===== config.mk =====
export PLATFORM = sky130hd
export DESIGN_NAME = commutator_decim
export DESIGN_NICKNAME = d
export VERILOG_FILES = /design/src/rtl/commutator_decim_ring_counter.sv /design/src/rtl/commutator_decim.sv
export SDC_FILE = /design/constraint.sdc
export NUM_CORES = 2
export LEC_CHECK = 0
export ABC_AREA = 1
export ABC_CLOCK_PERIOD_IN_PS = 3490
export CAP_MARGIN = 10
export CORE_UTILIZATION = 50
export CTS_CLUSTER_SIZE = 10
export DETAILED_ROUTE_END_ITERATION = 12
export PLACE_DENSITY = 0.75
export SYNTH_ARGS = -nofsm -noshare
export SYNTH_HDL_FRONTEND = slang
export SYNTH_SLANG_ARGS = --single-unit

===== constraint.sdc =====
create_clock -name i_clk -period 3.49 [get_ports i_clk]
set_clock_uncertainty 0.1 [all_clocks]
set_input_delay 0.698 -clock i_clk [delete_from_list [all_inputs] [get_ports i_clk]]
set_output_delay 0.698 -clock i_clk [all_outputs]
set_load 0.02 [all_outputs]

===== src/rtl/commutator_decim_ring_counter.sv =====
// One-hot ring counter that steps one position per enabled clock.
// Shared by the decimation input commutator and the interpolation output commutator.
module ring_counter #(
    parameter int unsigned width     = 4,
    parameter bit          direction = 1'b1
) (
    input  logic             i_clk,
    input  logic             i_rst,
    input  logic             i_ena,
    output logic [width-1:0] o_onehot,
    output logic             o_wrap
);

    localparam logic [width-1:0] FIRST = direction ? width'(1) : (width'(1) << (width - 1));

    // direction=1 walks bit 0 up to width-1; direction=0 walks width-1 down to 0
    always_ff @(posedge i_clk) begin
        if (i_rst) begin
            o_onehot <= FIRST;
        end else if (i_ena) begin
            if (direction) begin
                o_onehot <= {o_onehot[width-2:0], o_onehot[width-1]};
            end else begin
                o_onehot <= {o_onehot[0], o_onehot[width-1:1]};
            end
        end
    end

    // High while the counter sits on the final position of its sweep
    assign o_wrap = direction ? o_onehot[width-1] : o_onehot[0];

endmodule


===== src/rtl/commutator_decim.sv =====
// Serial-to-parallel input commutator for polyphase decimators: spreads consecutive
// samples over M branches and presents the completed set as one frame with a strobe.
module commutator_decim #(
    parameter bit          gp_ccw               = 1'b1,
    parameter int unsigned gp_idata_width       = 26,
    parameter int unsigned gp_decimation_factor = 32,
    parameter int unsigned gp_phase             = 0
) (
    input  logic                                             i_clk,
    input  logic                                             i_rst,
    input  logic                                             i_ena,
    input  logic signed [gp_idata_width-1:0]                 i_data,
    output logic [gp_decimation_factor*gp_idata_width-1:0]   o_data,
    output logic                                             o_valid,
    output logic [$clog2(gp_decimation_factor):0]            o_idx
);

    localparam int unsigned W         = gp_idata_width;
    localparam int unsigned M         = gp_decimation_factor;
    localparam int unsigned IDX_W     = $clog2(M) + 1;
    localparam int unsigned LAST_BR   = gp_ccw ? M - 1 : 0;
    localparam logic [IDX_W-1:0] FIRST_IDX = gp_ccw ? IDX_W'(0) : IDX_W'(M - 1);
    localparam logic [IDX_W-1:0] LAST_IDX  = gp_ccw ? IDX_W'(M - 1) : IDX_W'(0);

    logic             skip_active;
    logic             accept;
    logic             frame_done;
    logic [M-1:0]     onehot;
    logic             wrap;
    logic [W-1:0]     cap [M];
    logic [M*W-1:0]   frame_next;
    logic [IDX_W-1:0] idx_next;

    // Post-reset phase alignment: drop the first gp_phase enabled samples
    generate
        if (gp_phase > 0) begin : g_skip
            localparam int unsigned SKIP_W = $clog2(gp_phase + 1);
            logic [SKIP_W-1:0] skip_cnt;

            always_ff @(posedge i_clk) begin
                if (i_rst) begin
                    skip_cnt <= SKIP_W'(gp_phase);
                end else if (i_ena && (skip_cnt != '0)) begin
                    skip_cnt <= skip_cnt - SKIP_W'(1);
                end
            end

            assign skip_active = (skip_cnt != '0);
        end else begin : g_no_skip
            assign skip_active = 1'b0;
        end
    endgenerate

    assign accept     = i_ena & ~skip_active;
    assign frame_done = accept & wrap;

    ring_counter #(
        .width     (M),
        .direction (gp_ccw)
    ) u_ring (
        .i_clk    (i_clk),
        .i_rst    (i_rst),
        .i_ena    (accept),
        .o_onehot (onehot),
        .o_wrap   (wrap)
    );

    // Per-branch capture, enabled by the one-hot position
    always_ff @(posedge i_clk) begin
        if (i_rst) begin
            for (int b = 0; b < M; b++) begin
                cap[b] <= '0;
            end
        end else if (accept) begin
            for (int b = 0; b < M; b++) begin
                if (onehot[b]) begin
                    cap[b] <= i_data;
                end
            end
        end
    end

    // Completed frame: earlier captures plus the sample arriving on this edge
    always_comb begin
        frame_next = '0;
        for (int b = 0; b < M; b++) begin
            frame_next[b*W +: W] = cap[b];
        end
        frame_next[LAST_BR*W +: W] = i_data;
    end

    always_comb begin
        idx_next = o_idx;
        if (o_idx == LAST_IDX) begin
            idx_next = FIRST_IDX;
        end else if (gp_ccw) begin
            idx_next = o_idx + IDX_W'(1);
        end else begin
            idx_next = o_idx - IDX_W'(1);
        end
    end

    always_ff @(posedge i_clk) begin
        if (i_rst) begin
            o_data  <= '0;
            o_valid <= 1'b0;
            o_idx   <= FIRST_IDX;
        end else begin
            o_valid <= frame_done;
            if (frame_done) begin
                o_data <= frame_next;
            end
            if (accept) begin
                o_idx <= idx_next;
            end
        end
    end

endmodule


==> metrics.cfg <==
[pwr]
netSwitchingPower_mw=8.67
intPower_mw=31.6
combPwrFrac_pct=2.7
clkPwrFrac_pct=44.5
ir_worst_vdd_v=0.000385
power_density_nw_per_um2=568
p_sw_share_pct=21.5
pwr-share-seq_pct=52.9
p_leak_nw=29.1

[yosys]
synth_area_um2=55100
yosysSeqAreaShare_pct=75.6
synth_top_cell_by_area=edfxtp_1
synth.top_cell.area_share_pct=43.9
ys_warn_count=0
synth.net_count=5154
synth.area.top_cells=edfxtp_1 (44%), dfxtp_1 (32%), nand2_1 (17%)
synth_cells=5124
ys_ff_latch=1677
syn_area_per_cell_um2=10.8
yosysUniqueCellTypes=20

[clocking]
clk_latency_ps=790
clkTransAtPathRegs_ps=60
ctsLongestPathBuffers=3
cts_resized=0
clockRootBuffer=clkbuf_16
cts.sinks=1677
htreeDepth=4
cts_hold_repair.buffers=0
post-cts-setup-buffer-count=0
cts_tree=yes
cts-buffers-inserted=186

[detailed_routing]
drtPass1Iterations=6
ant_nets=0
drtIter0Drc=4106
drt-total-wl_mm=178
viasPerCell=5.33
vias=40500
post-route-drc-count=0
wl_per_cell_um=23.5

[worst_setup_path]
critPathLaunchType=flop
crit_family=buffers and inverters
crit_slowest_cell=clkdlybuf4s50_1
worst-setup-path-type=flop to output port
crit_required_ps=2690
critPathCaptureType=output port
cp_max_fo=2
cp_cell_sequence=clkdlybuf4s50_1
critical_path_buf_inv_count=1
cp_data_arrival_time_ps=1970
critPathMaxStageDelay_ps=670

[timing]
worst_slack_ps=723
period_share_pct=79.3
final_max_slew_viol_count=0
tightest_slew_ps=1030
fin_crit_ps=2770
rsz0062_at_grt=false
final_hold_viol_count=0
slew-limit-headroom_pct=31.3
fin_setup_tns_ps=0
fmax_mhz=361
setup_viol=0

[die]
fp.dieH_um=334
core_um2=109000
die_area_um2=112000
fp.dieW_um=334
rows=121
ios=868
initial_core_util_pct=50.6

[run_status]
status=finished, final reports clean

[finish]
mostFrequentLayoutCells=nand2_1 (2536), dfxtp_1 (871), clkdlybuf4s50_1 (865)
final_common_cell=nand2_1
final_util_pct=65.1
drive_gt1_share_pct=5.87
nNetsFinal=6056
syn_to_final_growth_pct=28.8

[min_path]
hp-class=input port to flop

[grt]
antenna_found_initial=24
grt_pass1_wl_mm=252
grt_overflow=0
grt_max_degree=142
grt_use_total_pct=31.2
grt_pass1_vias=38200

[place]
io_buffer_count=867
dp_slack_ps=392
gp_congestion=0.870
place_hpwl_mm=112

[run]
maxCapViolations=0

-- area by class of cell --
cell class | instances | area [µm²]
timing repair buffer | 1005 | 9970
multi-input combinational | 3121 | 11900
clock inverter | 10 | 181
clock buffer | 332 | 5340
inverter | 35 | 149
sequential | 1677 | 41600
fill | 8086 | 38000
antenna | 11 | 27.5
tap | 1414 | 1770
-- final timing paths --
kind                                                    endpoint  slack, ps  cells past startpoint                             start
worst max-delay path                                 o_data[148]        720                      1          o_data[148]$_SDFFE_PP0P_
worst min-delay path            u_ring.o_onehot[24]$_SDFFE_PP0P_        300                      3                             i_ena
worst max register to register          o_data[686]$_SDFFE_PP0P_       1190                      7  u_ring.o_onehot[31]$_SDFFE_PP0P_
worst min register to register          o_data[378]$_SDFFE_PP0P_        310                      2         cap[0][378]$_SDFFCE_PN0P_
-- flip-flops by register name, summed over array words and instances (netlist names) --
| name | count |
|---|---|
| o_data | 832 |
| cap | 806 |
| u_ring.o_onehot | 32 |
| o_idx | 6 |
| o_valid | 1 |
-- cells in the mapped netlist --
cell type / number
buf_4: 34
clkbuf_1: 71
inv_2: 2
nand2_4: 1
o21bai_1: 1
nand2_1: 2550
nor2_1: 475
buf_2: 179
dfxtp_1: 871
inv_1: 32
nand3_2: 1
buf_1: 2
o21ai_0: 3
edfxtp_1: 806
buf_6: 5
inv_4: 1
ha_1: 1
nand3_1: 3
xnor2_1: 1
a21oi_1: 85
-- cells by family (layout without fill, tap and decap cells) --
logic type | Yosys count | after routing | share of synthesized area [%]
adder cells (fa/ha/maj) | 1 | 1 | 0.0227
flip-flops | 1677 | 1677 | 75.6
buffers and inverters | 326 | 1382 | 2.93
XOR/XNOR | 1 | 1 | 0.0159
AO/OA/AOI/OAI | 89 | 89 | 0.813
AND/OR/NAND/NOR | 3030 | 3030 | 20.7
other | 0 | 11 | 0
-- power groups by stage --
stage               registers [mW]  logic (mW)  clock network (mW)
finish                        21.3        1.07                17.9
global placement              21.7        1.06                   0
CTS                           21.3        1.07                18.0
global route                  21.4        1.10                18.8
floorplan                     21.7       0.479                   0
detailed placement            21.7        1.07                   0
-- metal layers --
metal  track usage [%]  wire, µm
met5                 0         7
met4              19.8     11500
met3              6.07     15600
met2              50.7     85300
met1              38.3     65900
-- stage by stage --
stage | power (mW) | instances | hold WS, ps | area (µm²)
finish | 40.3 | 7605 | 298 | 71000
global route | 41.3 | 7604 | 278 | 71000
CTS | 40.4 | 7594 | 251 | 70900
detailed placement | 22.8 | 7252 | 318 | 65400
global placement | 22.8 | 7252 | 314 | 65400
floorplan | 22.2 | 5124 | 312 | 55100
(Power assumes the default switching activity.)
